==> config.mk <==
export PLATFORM = sky130hd
export DESIGN_NAME = pipeline_ctrl
export DESIGN_NICKNAME = d
export VERILOG_FILES = /design/src/rtl/pipeline_ctrl.sv
export SDC_FILE = /design/constraint.sdc
export NUM_CORES = 1
export LEC_CHECK = 0
export CAP_MARGIN = 20
export CORE_ASPECT_RATIO = 1.75
export CORE_MARGIN = 2
export CORE_UTILIZATION = 35
export CTS_CLUSTER_SIZE = 25
export DETAILED_ROUTE_END_ITERATION = 10
export PLACE_DENSITY = 0.71
export SLEW_MARGIN = 20
export SYNTH_ARGS = -nofsm -noshare
export SYNTH_HDL_FRONTEND = slang
export SYNTH_SLANG_ARGS = --single-unit
export TNS_END_PERCENT = 100
==> constraint.sdc <==
create_clock -name clk -period 1.74 [get_ports clk]
set_input_delay 0.348 -clock clk [delete_from_list [all_inputs] [get_ports clk]]
set_output_delay 0.348 -clock clk [all_outputs]
set_load 0.1 [all_outputs]
==> src/rtl/pipeline_ctrl.sv <==
// Pipeline sequencer: merges hazard, branch redirect, data-memory wait and trap
// entry into per-stage register modes. Optional perf counters: PIPELINE_CTRL_PERF_EN.
`ifndef Normal
`define Normal 2'b00
`endif
`ifndef Stall
`define Stall 2'b01
`endif
`ifndef Flush
`define Flush 2'b10
`endif
`ifndef Hazard_Signal_Width
`define Hazard_Signal_Width 4
`endif

module pipeline_ctrl #(
  parameter int TRAP_DRAIN = 3,
  parameter int HSW        = `Hazard_Signal_Width
) (
  input  logic           clk,
  input  logic           rst_n,
  input  logic [1:0]     hdu_if_id_mode,
  input  logic [1:0]     hdu_id_exe_mode,
  input  logic           hdu_if_stall,
  input  logic [HSW-1:0] hdu_signal_cycle,
  input  logic           exe_redirect,
  input  logic           mem_busy,
  input  logic           trap_req,
  output logic           pc_stall,
  output logic [1:0]     if_id_mode,
  output logic [1:0]     id_exe_mode,
  output logic [1:0]     exe_mem_mode,
  output logic [1:0]     mem_wb_mode,
  output logic           trap_pc_load,
  output logic           ctrl_busy
`ifdef PIPELINE_CTRL_PERF_EN
  ,
  output logic [31:0]    perf_stall_cycles,
  output logic [31:0]    perf_flush_events
`endif
);

  localparam logic [1:0] ST_RUN   = 2'd0;
  localparam logic [1:0] ST_HOLD  = 2'd1;
  localparam logic [1:0] ST_MWAIT = 2'd2;
  localparam logic [1:0] ST_DRAIN = 2'd3;
  localparam int CW = (HSW > 4) ? HSW : 4;

  logic [1:0]    state_q, state_d, ret_q, ret_d, eff_state;
  logic [CW-1:0] cnt_q, cnt_d;
  logic          pend_redir_q, pend_redir_d, pend_trap_q, pend_trap_d;
  logic [1:0]    lat_if_id_q, lat_if_id_d, lat_id_exe_q, lat_id_exe_d;
  logic          lat_stall_q, lat_stall_d;
  logic          trap_now, redir_now;

  always_comb begin
    state_d      = state_q;
    ret_d        = ret_q;
    cnt_d        = cnt_q;
    pend_redir_d = pend_redir_q;
    pend_trap_d  = pend_trap_q;
    lat_if_id_d  = lat_if_id_q;
    lat_id_exe_d = lat_id_exe_q;
    lat_stall_d  = lat_stall_q;
    pc_stall     = 1'b0;
    if_id_mode   = `Normal;
    id_exe_mode  = `Normal;
    exe_mem_mode = `Normal;
    mem_wb_mode  = `Normal;
    trap_pc_load = 1'b0;
    ctrl_busy    = (state_q != ST_RUN);
    // Leaving MWAIT resumes the saved state's rules in the same cycle.
    eff_state    = (state_q == ST_MWAIT) ? ret_q : state_q;
    trap_now     = trap_req | pend_trap_q;
    redir_now    = exe_redirect | pend_redir_q;

    if (!rst_n) begin
      ctrl_busy    = 1'b0;
      state_d      = ST_RUN;
      cnt_d        = '0;
      pend_redir_d = 1'b0;
      pend_trap_d  = 1'b0;
    end else if (state_q == ST_DRAIN) begin
      // Pipeline is empty here: mem_busy and new pulses are not looked at.
      if_id_mode   = `Flush;
      id_exe_mode  = `Flush;
      exe_mem_mode = `Flush;
      if (cnt_q == '0) begin
        trap_pc_load = 1'b1;
        state_d      = ST_RUN;
      end else begin
        pc_stall = 1'b1;
        cnt_d    = cnt_q - CW'(1);
      end
    end else if (mem_busy) begin
      pc_stall     = 1'b1;
      if_id_mode   = `Stall;
      id_exe_mode  = `Stall;
      exe_mem_mode = `Stall;
      mem_wb_mode  = `Flush;
      if (state_q != ST_MWAIT) ret_d = state_q;
      state_d      = ST_MWAIT;
      pend_trap_d  = pend_trap_q | trap_req;
      pend_redir_d = pend_redir_q | exe_redirect;
    end else if (trap_now) begin
      pc_stall     = 1'b1;
      if_id_mode   = `Flush;
      id_exe_mode  = `Flush;
      exe_mem_mode = `Flush;
      cnt_d        = CW'(TRAP_DRAIN - 1);
      pend_trap_d  = 1'b0;
      pend_redir_d = 1'b0;
      state_d      = ST_DRAIN;
    end else if (redir_now) begin
      if_id_mode   = `Flush;
      id_exe_mode  = `Flush;
      pend_redir_d = 1'b0;
      state_d      = ST_RUN;
    end else if (eff_state == ST_HOLD) begin
      pc_stall    = lat_stall_q;
      if_id_mode  = lat_if_id_q;
      id_exe_mode = lat_id_exe_q;
      if (cnt_q == '0) begin
        state_d = ST_RUN;
      end else begin
        state_d = ST_HOLD;
        cnt_d   = cnt_q - CW'(1);
      end
    end else begin
      state_d = ST_RUN;
      if (hdu_signal_cycle != '0) begin
        pc_stall    = hdu_if_stall;
        if_id_mode  = hdu_if_id_mode;
        id_exe_mode = hdu_id_exe_mode;
        if (hdu_signal_cycle > HSW'(1)) begin
          lat_if_id_d  = hdu_if_id_mode;
          lat_id_exe_d = hdu_id_exe_mode;
          lat_stall_d  = hdu_if_stall;
          cnt_d        = CW'(hdu_signal_cycle) - CW'(2);
          state_d      = ST_HOLD;
        end
      end
    end
  end

  always_ff @(posedge clk) begin
    if (!rst_n) begin
      state_q      <= ST_RUN;
      ret_q        <= ST_RUN;
      cnt_q        <= '0;
      pend_redir_q <= 1'b0;
      pend_trap_q  <= 1'b0;
      lat_if_id_q  <= `Normal;
      lat_id_exe_q <= `Normal;
      lat_stall_q  <= 1'b0;
    end else begin
      state_q      <= state_d;
      ret_q        <= ret_d;
      cnt_q        <= cnt_d;
      pend_redir_q <= pend_redir_d;
      pend_trap_q  <= pend_trap_d;
      lat_if_id_q  <= lat_if_id_d;
      lat_id_exe_q <= lat_id_exe_d;
      lat_stall_q  <= lat_stall_d;
    end
  end

`ifdef PIPELINE_CTRL_PERF_EN
  logic [31:0] stall_cnt_q, stall_cnt_d, flush_cnt_q, flush_cnt_d;
  logic        prev_flush_q, prev_flush_d;

  always_comb begin
    stall_cnt_d  = stall_cnt_q + {31'd0, pc_stall};
    flush_cnt_d  = flush_cnt_q + {31'd0, (if_id_mode == `Flush) && !prev_flush_q};
    prev_flush_d = (if_id_mode == `Flush);
  end

  always_ff @(posedge clk) begin
    if (!rst_n) begin
      stall_cnt_q  <= '0;
      flush_cnt_q  <= '0;
      prev_flush_q <= 1'b0;
    end else begin
      stall_cnt_q  <= stall_cnt_d;
      flush_cnt_q  <= flush_cnt_d;
      prev_flush_q <= prev_flush_d;
    end
  end

  assign perf_stall_cycles = stall_cnt_q;
  assign perf_flush_events = flush_cnt_q;
`endif

endmodule

# After elaboration in Yosys (flattened, before gate mapping)
# Cells that the tools add are included.
# Widths: inputs -> output; s select.
[op_classes] bitwise_logic=7 eq_ne=7 n_reduce_logical=12 mux=56 n_addsub=2 n_lt_le_gt_ge=1
[ops] cell="$mux 2" n=28
[ops] cell="$mux 4" n=8
[ops] cell="$mux 1" n=20
[ops] cell="$reduce_bool 4->1" n=3
[ops] cell="$reduce_and 7->1" n=1
[ops] cell="$not 1->1" n=5
[ops] cell="$eq 2x2->1 const B" n=2
[ops] cell="$gt 4x1->1 const B" n=1
[ops] cell="$logic_not 4->1" n=1
[ops] cell="$ne 2x1->1 const B" n=2
[ops] cell="$reduce_and 2->1" n=2
[ops] cell="$reduce_and 4->1" n=1
[ops] cell="$reduce_bool 2->1" n=2
[ops] cell="$sub 4x1->4 const B" n=1
[ops] cell="$sub 4x2->4 const B" n=1
[ops] cell="$ne 3x2->1 const B" n=1
[ops] cell="$reduce_and 3->1" n=1
[ops] cell="$reduce_bool 3->1" n=1
[ops] cell="$eq 2x1->1 const B" n=1
[ops] cell="$ne 2x2->1 const B" n=1
[ops] cell="$or 1x1->1" n=2
[word_totals] ff_bits=15

# Logic depth before layout (Yosys ltp)
# Gate-level depths: netlist (run 1).
[depth] ltp_word=9 ltp_mapped=6 mapped_depth_nobuf=6

# Worst setup path after synthesis (run 1)
# No wires, ideal clock.
[synth_timing] path_kind="register -> output" startpoint="register state_q[1]" endpoint="output id_exe_mode[0]" n_path_buf=1 arrival_time_ns=3.231 setup_slack_ns=-1.839 path_stages_with_launch=6 path_cell_list="dfxtp_1 -> buf_2 -> and4bb_4 -> nor3_1 -> a22oi_1 -> o21ai_0"
[synth_via] elab_chain_len=9 elab_cells_between_ends=10 cone_classes="3 x eq/ne; 7 x mux"
[synth_lines] item="start, declared" line="49" source="logic [1:0] state_q, state_d, ret_q, ret_d, eff_state;"
[synth_lines] item="start signal, assigned" line="157" source="state_q <= state_d;"
[synth_lines] item="$eq 2x2->1" line="73" source="eff_state = (state_q == ST_MWAIT) ? ret_q : state_q;"
[synth_lines] item="$mux 2" line="73"
[synth_lines] item="$eq 2x1->1" line="119" source="end else if (eff_state == ST_HOLD) begin"
[synth_lines] item="$mux 2" line="119"
[synth_lines] item="$mux 2" line="114" source="end else if (redir_now) begin"
[synth_lines] item="$mux 2" line="105" source="end else if (trap_now) begin"
[synth_lines] item="$mux 2" line="95" source="end else if (mem_busy) begin"
[synth_lines] item="$mux 2 *" line="83" source="end else if (state_q == ST_DRAIN) begin"
[synth_lines] item="$mux 2 *" line="77" source="if (!rst_n) begin"
[synth_lines] item="end, declared" line="31" source="output logic [1:0] id_exe_mode,"
# Mark *: on every way between the ends. The rest lies on a longest branch, timed or not.

# Worst setup path in the final report (run 1)
[layout_timing] startpoint="register state_q[0]" endpoint="output pc_stall"
[layout_via] elab_chain_len=9 elab_cells_between_ends=10 cone_classes="3 x eq/ne; 7 x mux"
[layout_lines] item="$eq 2x2->1" line="73"
[layout_lines] item="$mux 2" line="73"
[layout_lines] item="$eq 2x1->1" line="119"
[layout_lines] item="$mux 1" line="119"
[layout_lines] item="$mux 1" line="114"
[layout_lines] item="$mux 1" line="105"
[layout_lines] item="$mux 1" line="95"
[layout_lines] item="$mux 1 *" line="83"
[layout_lines] item="$mux 1 *" line="77"
[layout_lines] item="end, declared" line="29" source="output logic pc_stall,"
# Marked as above.

==> reports/qor.txt, run 1 <==
final instance area -> 2050 µm²
Final Hold Violating Endpoints -> 0
initial antenna violation count -> 0
antenna-violating nets left -> 0
Pleak -> 0.828 nW
Final Max Tran Viols -> 0
drt pass-1 iters -> 4
DR iter-0 viols -> 28
number of global-route vias before repair -> 1414
CTS tree -> yes
Syn Std Cell Area -> 1040 µm²
via count -> 1329
YS warnings -> 0
overall power -> 0.00136 W
wire per inst -> 17.4 µm
Final Non-Filler Cells -> 226
Net count, final -> 215
Clock Latency Late Sink -> 0.25 ns
first-pass GRT wire length -> 6130 µm
Syn Area/Cell -> 7.74 µm²
switch share -> 39.0%
Initial Util -> 36.2%
H-tree depth -> 1
Port Buf Inserts -> 23
I/O pin count -> 25
CP Class -> register to output port
routed wire length -> 3930 µm
R2R setup slack -> 0.02 ns
register share of total power -> 28.7%
max_cap viols -> 0
main flop type after synthesis -> dfxtp_1
Power per Cell Area -> 662 nW/µm²
Placed Cells incl. Taps -> 213
Post-synth ARST share -> 0%
Clock Power Share -> 21.6%
Int Pwr -> 0.000828 W
GPL Wtd Cong -> 0.879
synth top area cells -> dfxtp_1 29%, nor2_1 6.2%, a21oi_1 5.3%
Global Route Usage Sum -> 23.5%
clk root buf -> clkbuf_8
gr ovfl total -> 0
Clock Path Buffers -> 2
layout cell share with drive strength beyond 1 -> 55.1%
CP Launch Point -> state_q[0]$_SDFFE_PN0P_
count leader, synth -> nor2_1
Antenna Cells -> 0
status -> finished, violations left
Layout area overhead -> 97.6%
setup tns final -> -1.69 ns
final setup vio count -> 8
leading area contributor after synthesis -> dfxtp_1
CTS sink cnt -> 15
CTS Buf Count -> 3
die footprint -> 3430 µm²
Worst-path clk slew -> 0.06 ns
Core Region -> 2860 µm²
critical path capture point type -> output port
P_sw -> 0.000528 W
die span in x -> 45.2 µm
Max Fanout on Critical Path -> 5
skew final -> 0.00115 ns
HP Class -> register to register
Worst Path Required -> 1.39 ns
peak supply drop -> 0.455 mV
RSZ-0062 raised after global routing -> yes
Cells after Synth -> 134
Post-synth EDFFs -> 0
top cell type's share of synthesized area -> 29.0%
DP Area -> 1770 µm²
fin crit share -> 118%
R2R Path Start -> state_q[1]$_SDFFE_PN0P_
syn_nets -> 150
fin worst setup slack -> -0.319 ns
Gate power share -> 49.7%
failing checks -> negative setup slack
cell row count -> 26
drt drc -> 0
WP data arrival -> 1.71 ns
Via density -> 5.88
Startpoint Class -> register
max frequency -> 0.486 GHz
Worst Hold Launch -> cnt_q[1]$_SDFFE_PN0P_
minimum clock period -> 2.06 ns
pre-CTS setup slack -> -0.476 ns
Die Y-Extent -> 76.0 µm
largest net degree at the start of global routing -> 10
post-synth cell types -> 45
placed wire-length estimate -> 2830 µm
flop and latch count out of synthesis -> 15
register area share after synthesis -> 29.0%
most common library cells after synthesis -> 17 x nor2_1, 15 x dfxtp_1, 11 x a21oi_1
-- area by class of cell --
class	instances	area, µm²
repair buffers	66	676
multi-input cells	107	956
well taps	28	35.0
fillers	217	813
clock inverters	1	5.00
inverters	6	26.3
clock buffers	3	41.3
flip-flops and latches	15	310
-- per-layer routing --
layer / global-route usage [%] / wire length (µm) / vias to the layer above
met5: 0 / 0 / -
met4: 10.3 / 187 / 0
met3: 2.61 / 138 / 18
met2: 45.0 / 2310 / 49
met1: 22.8 / 1300 / 642
li1: - / - / 620
-- metrics by stage --
| step | hold WS (ns) | util, % |
|---|---|---|
| 6_report | 0.490 | 71.6 |
| 5_1_grt | 0.526 | 71.6 |
| 4_1_cts | 0.490 | 68.9 |
| 3_5_place_dp | 0.476 | 61.8 |
| 3_3_place_gp | 0.465 | 61.8 |
| 2_1_floorplan | 0.427 | - |
-- registers in the layout, indices dropped and copies added, names as in the netlist --
signal	count
cnt_q	4
lat_id_exe_q	2
lat_if_id_q	2
ret_q	2
state_q	2
lat_stall_q	1
pend_redir_q	1
pend_trap_q	1
-- path summary, 6_finish.rpt --
kind         cells past startpoint                    end
max                              7               pc_stall
max reg2reg                      6  cnt_q[3]$_SDFFE_PN0P_
min reg2reg                      2  cnt_q[1]$_SDFFE_PN0P_
min                              2  cnt_q[1]$_SDFFE_PN0P_
-- what timing repair did --
item | CTS | global route
hold buffers | 0 | 0
pin swaps | 20 | 5
gates resized for setup | 33 | 12
endpoints found under the setup margin | 20 | 14
cloned | 1 | 0
buffers inserted | 6 | 3
-- power by group through the flow --
stage / clock network [W] / registers (W) / logic [W]
3_3_place_gp: 0 / 0.000393 / 0.000560
3_5_place_dp: 0 / 0.000395 / 0.000573
6_report: 0.000292 / 0.000390 / 0.000674
2_1_floorplan: 0 / 0.000390 / 0.000368
4_1_cts: 0.000298 / 0.000388 / 0.000626
5_1_grt: 0.000307 / 0.000392 / 0.000708
-- worst max-delay path, cell delays in order, from the launching register on --
cell      delay, ns
dfxtp_2        0.35
and4bb_4       0.21
buf_6          0.12
nor3_4         0.20
buf_12         0.16
nand3_4        0.07
a21oi_4        0.15
buf_12         0.19
-- cell usage in the layout, fill, tap and decap left out, types with 6 or more instances in the layout --
cell type / netlist / layout
buf_4: 2 / 37
o21ai_0: 9 / 7
dlygate4sd2_1: 0 / 7
dfxtp_1: 15 / 9
nand3_1: 8 / 6
a21oi_1: 11 / 8
buf_12: 0 / 11
nor2_1: 17 / 13
-- logic make-up after synthesis --
logic type / count (synthesis) / synth area share, %
AO/OA/AOI/OAI: 38 / 24.1
XOR/XNOR: 1 / 0.845
adder cells (fa/ha/maj): 2 / 2.41
buffers and inverters: 13 / 7.00
flip-flops: 15 / 29.0
multiplexers: 3 / 3.14
other: 1 / 0.362
AND/OR/NAND/NOR: 61 / 33.2
Note: power is estimated with default switching activity, not from simulation.
==> run 2, diff against run 1 <==
- ABC_AREA: default -> 1
- PLACE_DENSITY: 0.71 -> 0.6
==> run 2 against run 1 <==
  * The flow still finishes with violations (negative setup slack)
  * First-iteration DRC count is 46% lower
  * Synthesized cell count is 35% higher
  * Worst setup slack better by 0.16 ns
  * Clock-buffer cell count stayed put
  * Final area is 5.0% lower
  * Global-route usage is 3.9 points lower
  * Final cell count is 23% higher
  * Routed wire length is 17% lower
  * Sequential share of layout area is 0.86 points higher
  * Sequential cell count stayed put
  * Non-clock buffer count is 11 lower
==> reports/qor.txt, run 2 <==
Core Region -> 3110 µm²
CTS sink cnt -> 15
Post-synth EDFFs -> 0
Antenna Cells -> 0
max_cap viols -> 0
fin worst setup slack -> -0.162 ns
synth top area cells -> dfxtp_1 27%, nand2_1 18%, inv_1 8.0%
via count -> 1317
CP Class -> register to output port
most common library cells after synthesis -> 53 x nand2_1, 24 x inv_1, 24 x nor2_1
critical path's slowest cell -> dfxtp_4
overall power -> 0.00133 W
WP data arrival -> 1.55 ns
Die Y-Extent -> 78.9 µm
RSZ-0062 raised after global routing -> yes
routed wire length -> 3270 µm
leading area contributor after synthesis -> dfxtp_1
Net count, final -> 253
Port Buf Inserts -> 23
CTS tree -> yes
Layout area overhead -> 73.5%
failing checks -> negative setup slack
slowest stage delay, CP -> 0.38 ns
top cell type's share of synthesized area -> 26.8%
layout cell share with drive strength beyond 1 -> 40.7%
CP Capture Point -> id_exe_mode[0]
final setup vio count -> 7
CP Launch Point -> state_q[0]$_SDFFE_PN0P_
most common cell after layout, fill and taps aside -> nand2_1
worst path cell trace -> o21ai_4, nand2_8, buf_6, o21ai_1, nand3_1, nand2_2, buf_12
Final Max Tran Viols -> 0
DR iter-0 viols -> 15
number of global-route vias before repair -> 1355
die span in x -> 46.8 µm
wire per inst -> 11.7 µm
antenna-violating nets left -> 0
die footprint -> 3690 µm²
placed wire-length estimate -> 2590 µm
minimum clock period -> 1.90 ns
cell row count -> 27
syn_nets -> 197
status -> finished, violations left
Startpoint Class -> register
drt drc -> 0
register area share after synthesis -> 26.8%
largest net degree at the start of global routing -> 11
Cells after Synth -> 181
Syn Area/Cell -> 6.20 µm²
Worst Reg2Reg Path Length in Cells -> 10
Worst Path Required -> 1.39 ns
YS warnings -> 0
post-synth cell types -> 25
most frequent cells in the layout -> 45 x nand2_1, 28 x buf_4, 19 x inv_1
Clock Latency Late Sink -> 0.26 ns
count leader, synth -> nand2_1
HP Class -> input pin to register
Via density -> 4.72
initial antenna violation count -> 0
Final Hold Violating Endpoints -> 0
R2R setup slack -> 0.08 ns
skew final -> 0.00166 ns
clk root buf -> clkbuf_8
drt pass-1 iters -> 4
peak supply drop -> 0.491 mV
gr ovfl total -> 0
Pleak -> 0.907 nW
fin crit share -> 109%
Max Fanout on Critical Path -> 6
Reg with most FFs -> cnt_q
CTS Buf Count -> 3
Crit path max-delay family -> flip-flops
GPL Wtd Cong -> 0.851
flop and latch count out of synthesis -> 15
Worst-path clk slew -> 0.06 ns
max reg flops -> 4
H-tree depth -> 1
R2R Path Start -> state_q[1]$_SDFFE_PN0P_
CP Buf/Inv Count -> 2
I/O pin count -> 25
Clock Path Buffers -> 2
Syn Std Cell Area -> 1120 µm²
critical path capture point type -> output port
Initial Util -> 36.1%
main flop type after synthesis -> dfxtp_1
number of cells on the critical path -> 7
first-pass GRT wire length -> 5350 µm
R2R Path End -> lat_id_exe_q[0]$_SDFFE_PN0P_
Post-synth ARST share -> 0%
setup tns final -> -0.882 ns
Global Route Usage Sum -> 19.6%
Power per Cell Area -> 685 nW/µm²
max frequency -> 0.526 GHz
run 2: what timing repair did:
item / CTS / global route
gates resized for setup: 19 / 26
hold buffers: 0 / 0
setup buffers: 5 / 4
pin swaps: 10 / 13
gates cloned: 0 / 0
endpoints found under the setup margin: 10 / 9
run 2: kinds of logic after synthesis:
group | Yosys count | share of synthesized area [%]
other | 1 | 0.334
DFF | 15 | 26.8
and+or+nand+nor | 105 | 45.3
AOI/OAI and AO/OA | 26 | 12.5
adders and majority gates | 2 | 2.23
buffers and inverters | 32 | 12.9
run 2: metrics by stage:
stage,std cells,setup WS (ns),hold slack (ns),area (µm²),utilization (%)
6_report,279,-0.162,0.409,1950,62.6
5_1_grt,279,-0.219,0.445,1950,62.6
4_1_cts,275,-0.215,0.459,1830,59.0
3_5_place_dp,266,-0.274,0.448,1710,55.2
3_3_place_gp,266,-0.270,0.433,1710,55.2
2_1_floorplan,181,-0.309,0.424,1180,-
run 2: worst min path at each step:
stage / start / endpoint / slack (ns) / depth (start not counted)
2_1_floorplan: lat_id_exe_q[1]$_SDFFE_PN0P_ / lat_id_exe_q[1]$_SDFFE_PN0P_ / 0.42 / 2
3_3_place_gp: lat_id_exe_q[1]$_SDFFE_PN0P_ / lat_id_exe_q[1]$_SDFFE_PN0P_ / 0.43 / 2
3_5_place_dp: lat_id_exe_q[1]$_SDFFE_PN0P_ / lat_id_exe_q[1]$_SDFFE_PN0P_ / 0.45 / 2
4_1_cts: lat_id_exe_q[1]$_SDFFE_PN0P_ / lat_id_exe_q[1]$_SDFFE_PN0P_ / 0.46 / 2
5_1_grt: exe_redirect / pend_redir_q$_SDFFE_PN0P_ / 0.44 / 3
6_report: exe_redirect / pend_redir_q$_SDFFE_PN0P_ / 0.41 / 3
run 2: power breakdown:
| part | internal, W | switching, W | leakage (nW) |
|---|---|---|---|
| combinational | 0.000266 | 0.000384 | 0.757 |
| sequential | 0.000368 | 0.0000205 | 0.125 |
| clock | 0.000159 | 0.000136 | 0.0255 |
run 2: layout make-up:
| class | count | area [µm²] |
|---|---|---|
| Fill cell | 278 | 1160 |
| Multi-Input combinational cell | 134 | 836 |
| Timing Repair Buffer | 55 | 592 |
| Inverter | 28 | 108 |
| Clock buffer | 3 | 41.3 |
| Tap cell | 43 | 53.8 |
| Clock inverter | 1 | 5.00 |
| Sequential cell | 15 | 312 |
run 2: worst reg2reg max path, cell delays in order, from the launching register on:
cell and delay, ns:
dfxtp_4 0.37, buf_4 0.16, nand2_8 0.10, nand2_2 0.09, nor2_4 0.16, buf_4 0.14
buf_4 0.09, buf_4 0.10, nand3_4 0.12, o21ai_1 0.17, a21oi_1 0.05
run 2: routing by layer:
metal  part of all wire, %  track usage [%]
met1                    35             18.1
met2                    60             38.6
met5                     0                0
met3                   2.4             2.73
met4                   2.6             7.50
==> run 3, diff against run 2 <==
- CTS_CLUSTER_DIAMETER: default -> 100
==> results of run 3 <==
No change in the layout: final DEF, timing and power equal those of run 2.
==> RTL edit (flow settings as in run 1) <==
The option `PIPELINE_CTRL_PERF_EN` is turned on by a define.
--- a/src/rtl/pipeline_ctrl.sv
+++ b/src/rtl/pipeline_ctrl.sv
@@ -1,4 +1,6 @@
 // Pipeline sequencer: merges hazard, branch redirect, data-memory wait and trap
 // entry into per-stage register modes. Optional perf counters: PIPELINE_CTRL_PERF_EN.
+`define PIPELINE_CTRL_PERF_EN
+
 `ifndef Normal
 `define Normal 2'b00
Behaviour (old outputs only; new: perf_flush_events and perf_stall_cycles): unchanged (equiv_simple and equiv_induct, registers matched by name and starting in step).
==> RTL edit against run 1 <==
The flow still finishes with violations (negative setup slack); final area grew to 4.1 times the old value; combinational power is 46% higher; highest routed layer unchanged; worst setup slack worse by 1000 ps; largest cell class unchanged; die area grew to 3.6 times the old value; synthesized area grew to 3.9 times the old value; wire length grew to 3.9 times the old value; critical path type is now register to register; total power grew to 3.5 times the old value; global-route usage hardly changed; sequential cell count is 65 higher.
==> RTL edit: results (changes against run 1) <==
metric,value,unit,change
PortBufs,87,,was 23
"top cells by count, synth","dfxtp_1, nor2_1, nand2_1",,"was nor2_1, dfxtp_1, a21oi_1"
DR iter-0 viols,196,,was 28
GRT met1 Usage,0.242,,was 0.228
status,"finished, violations left",,unchanged
worst-case clock skew,10.1,ps,was 1.15 ps
GRT Overall Usage,0.234,,was 0.235
Synth Area in Adders,0.0185,,was 0.0241
fillers,735,,was 217
Net Sw Power,1.38,mW,was 0.528 mW
met3 GRT Util,0.0339,,was 0.0261
pin count of the biggest net entering global routing,46,,was 10
Critical R2R Capture,perf_flush_events[27],,was cnt_q[3]
DP Worst Slack,-1960,ps,was -476 ps
complex-gate fraction of the synthesized area,0.175,,was 0.241
multiplexer share of the synthesized area,0.0328,,was 0.0314
dpl hpwl,9.28,mm,was 2.83 mm
ranking of synthesized cells by area,"dfxtp_1, nor2_1, nand2_1",,"was dfxtp_1, nor2_1, a21oi_1"
failing checks,negative setup slack,,unchanged
dpl cell area,0.00691,mm^2,was 0.00177 mm^2
WP data arrival,3370,ps,was 1710 ps
Clock Pin Slew Worst Setup and Hold Paths,70,ps,
endpoints failing setup,85,,was 8
Worst R2R Start,state_q[0],,was state_q[1]
Placer Congestion,0.900,,was 0.879
maximum vdd drop,668,uV,was 455 uV
combinational cell fraction of total power,0.209,,was 0.497
placed instance count,783,,was 213
nets,722,,was 215
"Max FO, Critical Path",6,,was 5
vias,4721,,was 1329
Worst Hold End,cnt_q[0],,was cnt_q[1]
Worst Min Path Start,hdu_signal_cycle[0],,was cnt_q[1]
Critical-path top delay cell,or4_4,,was dfxtp_2
final worst setup slack,-1360,ps,was -319 ps
Synthesized Nets,501,,was 150
largest stage delay on the critical path,600,ps,was 350 ps
met2 Use GR,0.446,,was 0.450
worst reg2reg path depth,12,,was 6
H-tree levels,3,,was 1
"Seq/Total Area, Yosys",0.396,,was 0.290
WHS Path Cells,3,,was 2
vias in the first global route,4995,,was 1414
hold_ws,374,ps,was 490 ps
Setup CP Type,register to register,,was register to primary output
layout cell share with drive strength beyond 1,0.536,,was 0.551
==> RTL edit: layer usage <==
| metal | wire length (um) | vias to the layer above |
|---|---|---|
| met5 | 0 | - |
| met4 | 683 | 0 |
| met3 | 535 | 51 |
| met2 | 8730 | 155 |
| met1 | 5540 | 2300 |
| li1 | - | 2215 |
==> RTL edit: final cells by class <==
class / instances / area [um^2] / area share
clock buffer: 10 / 239 / 0.0285
clock inverter: 6 / 52.6 / 0.00628
inverter: 24 / 92.6 / 0.0111
multi-input combinational: 346 / 3220 / 0.385
sequential: 80 / 1610 / 0.193
tap: 135 / 169 / 0.0202
timing repair buffer: 241 / 2980 / 0.356
==> RTL edit: repair_timing <==
item,4_1_cts,5_1_grt
endpoints found under the setup margin,84,85
setup buffers,31,24
gates cloned,5,0
gates resized for setup,146,51
pin swaps,63,28
